<file path="config.mk">
export PLATFORM = sky130hd
export DESIGN_NAME = branch_predictor
export DESIGN_NICKNAME = d
export VERILOG_FILES = /design/src/rtl/branch_predictor.sv
export SDC_FILE = /design/constraint.sdc
export NUM_CORES = 1
export LEC_CHECK = 0
export CORE_MARGIN = 2
export CORE_UTILIZATION = 46
export CTS_BUF_LIST = sky130_fd_sc_hd__clkbuf_16
export CTS_CLUSTER_SIZE = 24
export DETAILED_ROUTE_END_ITERATION = 12
export SLEW_MARGIN = 15
export SYNTH_ARGS = -nofsm -noshare
export SYNTH_HDL_FRONTEND = slang
export SYNTH_SLANG_ARGS = --single-unit
</file>
<file path="constraint.sdc">
create_clock -name clk -period 10.8 [get_ports clk]
set_input_delay 2.16 -clock clk [delete_from_list [all_inputs] [get_ports clk]]
set_output_delay 2.16 -clock clk [all_outputs]
set_load 0.02 [all_outputs]
</file>
<file path="src/rtl/branch_predictor.sv">
// branch_predictor: bimodal table of 2-bit saturating counters beside Fetch (gshare indexing when GSHARE_EN is defined).
// Latency: PredictTakenF is combinational on PCF; Prediction appears one cycle later from the F->D register.
// Backpressure: StallD holds the F->D register and defers training until release; FlushD clears the register.

module branch_predictor #(
   parameter int INDEX_BITS = 6,
   parameter int PC_LSB     = 2
) (
   input  logic        clk,
   input  logic        reset,
   input  logic [31:0] PCF,
   input  logic        StallD,
   input  logic        FlushD,
   input  logic        BranchD,
   input  logic        BranchTakenD,
   output logic        PredictTakenF,
   output logic        Prediction
);

   localparam int ENTRIES = 1 << INDEX_BITS;

   // Counter encoding: 00 strong NT, 01 weak NT, 10 weak T, 11 strong T.
   logic [1:0]            ctr [ENTRIES];

   logic [INDEX_BITS-1:0] pc_index;
   logic [INDEX_BITS-1:0] index_f;
   logic [INDEX_BITS-1:0] index_d;
   logic                  pred_d;
   logic                  valid_d;
   logic                  upd_d;
   logic [1:0]            ctr_cur;
   logic [1:0]            ctr_nxt;

   // Only the index field of PCF matters; the rest is deliberately ignored.
   logic                  unused_pc;
   assign unused_pc = ^PCF;

   assign pc_index = PCF[PC_LSB+INDEX_BITS-1 -: INDEX_BITS];

`ifdef GSHARE_EN
   logic [INDEX_BITS-1:0] ghr;

   // Global history shifts in each resolved outcome, once per branch leaving Decode.
   always_ff @(posedge clk) begin
      if (reset) begin
         ghr <= '0;
      end else if (upd_d) begin
         ghr <= {ghr[INDEX_BITS-2:0], BranchTakenD};
      end
   end

   assign index_f = pc_index ^ ghr;
`else
   assign index_f = pc_index;
`endif

   // Fetch read sees the table as it stands this cycle; no bypass from a same-cycle update.
   assign PredictTakenF = ctr[index_f][1];

   // Train only when a real branch actually leaves Decode, so each branch updates exactly once.
   assign upd_d = valid_d & BranchD & ~StallD;

   // Bubbles and non-branches never report taken, so the hazard unit cannot flush on them.
   assign Prediction = pred_d & valid_d & BranchD;

   assign ctr_cur = ctr[index_d];

   // Saturating increment/decrement of the counter owned by the branch in Decode.
   always_comb begin
      ctr_nxt = ctr_cur;
      if (BranchTakenD) begin
         if (ctr_cur != 2'b11) begin
            ctr_nxt = ctr_cur + 2'd1;
         end
      end else begin
         if (ctr_cur != 2'b00) begin
            ctr_nxt = ctr_cur - 2'd1;
         end
      end
   end

   // Counter table: reset to weakly not-taken, then trained by resolved branches.
   always_ff @(posedge clk) begin
      if (reset) begin
         for (int i = 0; i < ENTRIES; i++) begin
            ctr[i] <= 2'b01;
         end
      end else if (upd_d) begin
         ctr[index_d] <= ctr_nxt;
      end
   end

   // F->D register: flush beats stall; the index kept is the one that produced the prediction.
   always_ff @(posedge clk) begin
      if (reset || FlushD) begin
         index_d <= '0;
         pred_d  <= 1'b0;
         valid_d <= 1'b0;
      end else if (!StallD) begin
         index_d <= index_f;
         pred_d  <= PredictTakenF;
         valid_d <= 1'b1;
      end
   end

endmodule

</file>
# Word-level counts from Yosys, hierarchy flattened
# Memory sizes are Yosys's and may differ from the RTL's. A register that Yosys moved wholly into a read port is not among the register bits.
# Cells that the tools add are included.
# Widths: inputs -> output; s select.
# word_totals
register_bits,8
mem_bits_rw,128
output_inout_bits,2
wordCells,28
mem_count,1
# op_classes
add_sub_neg,2
n_eq_ne,1
muxes,13
bitwise,5
reduce_logical,3
# mem_list
memory,depth,width,read_ports,rd_ports_with_merged_regs,wr,line_no,text
ctr,64,2,2,1,64,23,logic [1:0] ctr [ENTRIES];
# op_table
op,count
$mux 6,3
$mux 2,4
$mux 1,6
$and 1x1->1,4
$add 2x1->2 const B,1
$ne 2x2->1 const B,1
$reduce_bool 2->1,1
$reduce_or 2->1,1
$sub 2x1->2 const B,1
$logic_or 1x1->1,1
$not 1->1,1

# Depth between registers and ports, before layout
# Gate-level depths: netlist of run 1.
# depth
word_depth,7
ltp_mapped,10

# Least setup slack after synthesis of run 1
# OpenSTA, ideal clock, no wires.
# synth_path
path_kind,input to output
startpoint,in PCF[2]
endpoint,out PredictTakenF
arrival_time_ps,4438
required_ps,8640
slack_ps,4202
path_stages,6
path_buffers,2
cell_sequence,clkbuf_1 > buf_1 > mux4_2 > mux4_2 > mux2i_1 > mux2i_1
# synth_via
elab_chain_cells,1
# synth_rtl
item,line_no,text
from (decl),11,"input logic [31:0] PCF,"
$mem_v2 64x2,--,
to (decl),16,"output logic PredictTakenF,"
# No other way between the ends.

# Worst setup path in the final report of run 1
# layout_path
startpoint,in PCF[3]
endpoint,out PredictTakenF
# Same word-level chain as after synthesis.

==> results of run 1 <==
==> layer usage <==
| layer | up-vias | routed length [um] |
|---|---|---|
| li1 | 2380 | - |
| met1 | 2734 | 8450 |
| met2 | 253 | 10100 |
| met3 | 48 | 1610 |
| met4 | 0 | 689 |
| met5 | - | 0 |
==> registers in the layout, summed over array words and instances, names as in the netlist, named ones only <==
| register | flops |
|---|---|
| index_d | 6 |
| ctr | 128 |
| valid_d | 1 |
| pred_d | 1 |
==> per-stage QoR <==
step	utilization (%)	power (mW)
CTS	51.5	1.28
global placement	48.3	0.747
floorplan	-	0.710
detailed placement	48.3	0.748
global route	51.6	1.31
finish	51.6	1.27
==> Yosys cell counts (4+ instances only) <==
library cell	count
mux4_1	5
nor2b_1	9
nand2b_1	28
mux4_2	38
edfxtp_1	128
and3_1	9
dfxtp_1	14
o21ai_0	34
nor2_1	46
a21boi_1	30
buf_6	8
a211oi_1	5
a22oi_1	8
clkbuf_1	35
a21oi_1	28
mux2i_1	29
or2_2	37
nand2_1	40
o21bai_1	28
buf_2	11
nand3_1	13
a311oi_1	4
==> final timing paths <==
kind,endpoint,slack [ns],cells after the start
worst max-delay path,PredictTakenF,3.39,6
worst min-delay path,valid_d,0.48,2
worst max register to register,ctr[57][0],6.09,8
worst min register to register,valid_d,0.48,2
==> cells in the final DEF, fill, tap and decap left out, types with 13 or more instances in the layout <==
master / count
o21bai_1: 28
a21boi_1: 30
or2_2: 37
mux4_2: 38
nand3_1: 13
nor2_1: 46
dfxtp_1: 13
edfxtp_1: 128
o21ai_0: 34
mux2i_1: 29
nand2b_1: 28
a21oi_1: 28
clkbuf_16: 17
nand2_1: 40
==> tightest hold or removal path, stage by stage (launching register included) <==
cell and delay, ns:
dfxtp_1 0.32, inv_1 0.06, a21oi_1 0.05
==> cells by family after synthesis <==
| logic type | Yosys count | share of synthesized area, % |
|---|---|---|
| flip-flops | 142 | 52.6 |
| buffers and inverters | 61 | 4.07 |
| multiplexers | 73 | 16.4 |
| AND/OR/NAND/NOR | 200 | 13.2 |
| AO/OA/AOI/OAI | 157 | 13.7 |
==> where the power goes <==
part | leakage (nW) | switching, mW | internal, mW | total, mW
Clock | 0.263 | 0.224 | 0.310 | 0.534
Sequential | 1.23 | 0.0110 | 0.608 | 0.619
Combinational | 1.19 | 0.0782 | 0.0415 | 0.120
Total | 2.68 | 0.314 | 0.959 | 1.27
==> area by class of cell <==
cell class	instances	area, sq um	share of cell area (%)
Sequential cell	142	4130	48.1
Multi-Input combinational cell	430	3430	39.9
Clock buffer	17	425	4.96
Tap cell	220	275	3.21
Timing Repair Buffer	23	213	2.48
Clock inverter	15	106	1.24
Inverter	3	11.3	0.131
==> impl_metrics.ini, run 1 <==
[outcome]
status = finished clean

[cts]
path_clk_slew_ns = 0.06
hold_buffers = 0
clock_sinks = 142
cts_setup_buffers = 0
cts_tree = yes
htree_levels = 4
cts-root-buf = clkbuf_16
cts_resized = 0
clock_latency_ns = 0.43
numCtsBuffers = 17
cts_max_path_buffers = 2

[drt]
vias = 5415
drc = 0
drt_pass1_iterations = 5
drt_iter0_drc = 555
post_drt_wl_per_cell_um = 24.6
routed_wl_um = 20900
ant_nets = 0
viasPerCell = 6.37

[logic_synthesis]
synth.distinct_cells = 50
syn_inst = 633
seq_area_frac_synth_pct = 52.6
yosysTopAreaCellShare_pct = 49.0
yosys-top-cells-area = edfxtp_1 (49%), mux4_2 (11%), mux2i_1 (3.7%), dfxtp_1 (3.6%), or2_2 (3.0%)
async_reset_ff_share_pct = 0
ys_warn_count = 0
synth_top_cell_by_area = edfxtp_1
syn_avg_cell_area_sq_um = 12.4
synth_flop_cell = edfxtp_1
synth-seq-cells = 142
syn-cell-area_sq_um = 7840
syn_nets = 671
synth_edf_count = 128

[worst_setup_path]
cpPeakStageDelay_ns = 1.24
start_kind = input pin
worst_ep_required_time_ns = 8.64
cp_slowest_cell = clkdlybuf4s50_1
startpoint = PCF[3]
cp-end-kind = output pin
cp.arrival_ns = 5.25
path_max_fanout = 17
crit_buf_inv = 2
cp_cell_sequence = clkdlybuf4s50_1 -> mux4_2 -> mux4_2 -> mux2i_1 -> mux2i_1 -> clkdlybuf4s50_1
cp_top_family = buffers and inverters
crit_type = input pin to output pin

[global_routing]
grt_use_total_pct = 24.4
met2_usage_pct = 38.9
grt_pass1_vias = 5496
met3_usage_pct = 4.58
grt-busiest-layer = met2
grt_max_degree = 68
grt_overflow = 0
antenna_found_initial = 0
grtUsageMet1_pct = 32.7
grt_pass1_wl_um = 32300

[floorplanning]
initial_core_util_pct = 47.1
io_pins = 40
die_y_um = 135
core_sq_um = 16600
die_w_um = 135
std_cell_rows = 47
die-area_sq_um = 18100

[cells_and_area]
layout-drive-gt1-share_pct = 20.0
area_growth_pct = 9.46
fin_nets = 655
fillCellCount = 1412
layout.cells.non_filler = 850
final_cell_area_sq_um = 8580
antennaDiodeCount = 0

[placed_design]
preCtsSetupSlack_ns = 3.39
dp_hpwl_um = 13100
gp_congestion = 0.831
portBuffers = 13
placed_cell_area_sq_um = 8030
dp_cells = 817

[sta]
worst_slack_ns = 3.39
layout_min_cycle_time_ns = 7.41
fin_skew_ns = 0.00642
rsz0062_at_grt = no
slew_viol_final = 0
slew_headroom_pct = 22.4
whs_ns = 0.479
setup_tns_ns = 0
post-route-period-util_pct = 68.6
hold_viol_final = 0
worst_pin_slew_ns = 1.15
fmax_mhz = 135
setup_viol = 0

[worst_hold_path]
hp-start = valid_d
hp-class = flop to flop

[power]
p_leak_nw = 2.68
p_per_area_nw_per_um2 = 148
peakVddDrop_mv = 0.106

[run]
cap_violations = 0
No activity file was read; power rests on OpenSTA's default activity.
==> inputs of run 2 (changes only) <==
clock period = 7.3 ns   (was 10.8 ns; I/O delays follow)
==> impl_metrics.ini, run 2 (synthesized netlist as in run 1, its figures left out) <==
[global_routing]
grt_max_degree = 68
antenna_found_initial = 0
grt_use_total_pct = 24.1
grt_pass1_wl_um = 31500
grt_pass1_vias = 5338
grt_overflow = 0

[worst_setup_path]
r2r_slack_ns = 2.54
startpoint = PCF[3]
path_max_fanout = 17
cp.arrival_ns = 4.41
setup.worst_path.end = PredictTakenF
cp-end-kind = output pin
start_kind = input pin
worst_ep_required_time_ns = 5.84
crit_type = input pin to output pin
timing.rr.end = ctr[6][1]
r2r_cells = 8

[sta]
post-route-period-util_pct = 80.4
slew_headroom_pct = 21.8
fin_skew_ns = 0.00752
slew_viol_final = 0
setup_viol = 0
rsz0062_at_grt = no
fmax_mhz = 170
worst_pin_slew_ns = 1.17
layout_min_cycle_time_ns = 5.87
hold_viol_final = 0
setup_tns_ns = 0

[floorplanning]
die-area_sq_um = 18100
die_w_um = 135
core_sq_um = 16600
std_cell_rows = 47
die_y_um = 135
io_pins = 40
initial_core_util_pct = 47.1

[power]
p_leak_nw = 2.68
peakVddDrop_mv = 0.163
p_per_area_nw_per_um2 = 228
p_clk_share_pct = 44.6
p_comb_share_pct = 8.8
power.switching_uw = 476
internal-power_mw = 1.49
seqPwrFrac_pct = 46.6
swShare_pct = 24.2

[drt]
viasPerCell = 6.38
post_drt_wl_per_cell_um = 24.9
highest_layer = met4
drt_iter0_drc = 597
wl_met1_um = 8880
routed_wl_um = 21100
vias = 5411
ant_nets = 0
dr_wl_met3_um = 1430
met2_wirelength_um = 10300
drc = 0
drt_pass1_iterations = 5

[cells_and_area]
fillCellCount = 1420
ff_latch_area_sq_um = 4130
fin_nets = 653
area_growth_pct = 9.94
layout-drive-gt1-share_pct = 20.1
antennaDiodeCount = 0
final_cell_mix = edfxtp_1 (128), nor2_1 (46), nand2_1 (40), mux4_2 (38), or2_2 (37)
post-route-util_pct = 51.8
top_register = ctr
largest_reg_flops = 128
multiInputGateArea_sq_um = 3430
layout_commonest_cell = edfxtp_1
final_cell_area_sq_um = 8620
reg_top3 = ctr: 128 flops, index_d: 6 flops

[cts]
clock_sinks = 142
clock_latency_ns = 0.43
htree_levels = 4
cts_setup_buffers = 0
cts_resized = 0
hold_buffers = 0
numCtsBuffers = 17
cts_max_path_buffers = 2
cts_tree = yes
cts-root-buf = clkbuf_16
path_clk_slew_ns = 0.06

[worst_hold_path]
hp-class = flop to flop

[placed_design]
portBuffers = 13
placed_cell_area_sq_um = 8030
dp_hpwl_um = 13300
gp_congestion = 0.837

[run]
cap_violations = 0

[outcome]
status = finished clean
-- run 2: cell types whose count changed in the layout (fill, tap and decap cells not counted), sizes merged --
cell and delta:
buf -2, bufinv +2, clkinv -4, clkinvlp +2
-- run 2: worst min-delay path by stage --
stage	start	to	slack, ns	depth (start not counted)
after floorplan	valid_d	valid_d	0.44	2
after global placement	valid_d	valid_d	0.45	2
after detailed placement	valid_d	valid_d	0.46	2
after CTS	valid_d	valid_d	0.46	2
after global routing	valid_d	valid_d	0.52	2
final	valid_d	valid_d	0.47	2
-- run 2: critical path: stages --
cell and delay (ns):
clkdlybuf4s50_1 1.15, mux4_2 0.43, mux4_2 0.49, mux2i_1 0.18, mux2i_1 0.13, clkdlybuf4s50_1 0.55
-- run 2: layout make-up --
type / instances / area share [%]
flip-flops and latches: 142 / 47.8
repair buffers: 21 / 2.15
clock inverters: 15 / 1.99
multi-input cells: 430 / 39.8
inverters: 3 / 0.131
clock buffers: 17 / 4.93
well taps: 220 / 3.19
-- run 2: stage by stage --
step	hold WS, ns	setup WS [ns]	std cells	total power [mW]
floorplan	0.439	2.10	633	1.05
global placement	0.448	1.49	816	1.10
detailed placement	0.455	1.48	816	1.11
CTS	0.464	1.44	848	1.98
global route	0.515	1.43	848	2.02
finish	0.467	1.43	848	1.97
-- run 2: per-layer routing --
layer	track usage, %	vias to the layer above
met1	32.2	2768
met4	8.65	0
met3	4.58	36
met5	0	-
li1	-	2366
met2	39.4	241
-- run 2: power groups by stage --
| stage | Combinational [mW] | Sequential, mW | Clock [mW] |
|---|---|---|---|
| 2_1_floorplan | 0.129 | 0.921 | 0 |
| 6_report | 0.173 | 0.918 | 0.879 |
| 3_5_place_dp | 0.171 | 0.934 | 0 |
| 3_3_place_gp | 0.169 | 0.933 | 0 |
| 5_1_grt | 0.181 | 0.919 | 0.922 |
| 4_1_cts | 0.172 | 0.917 | 0.886 |
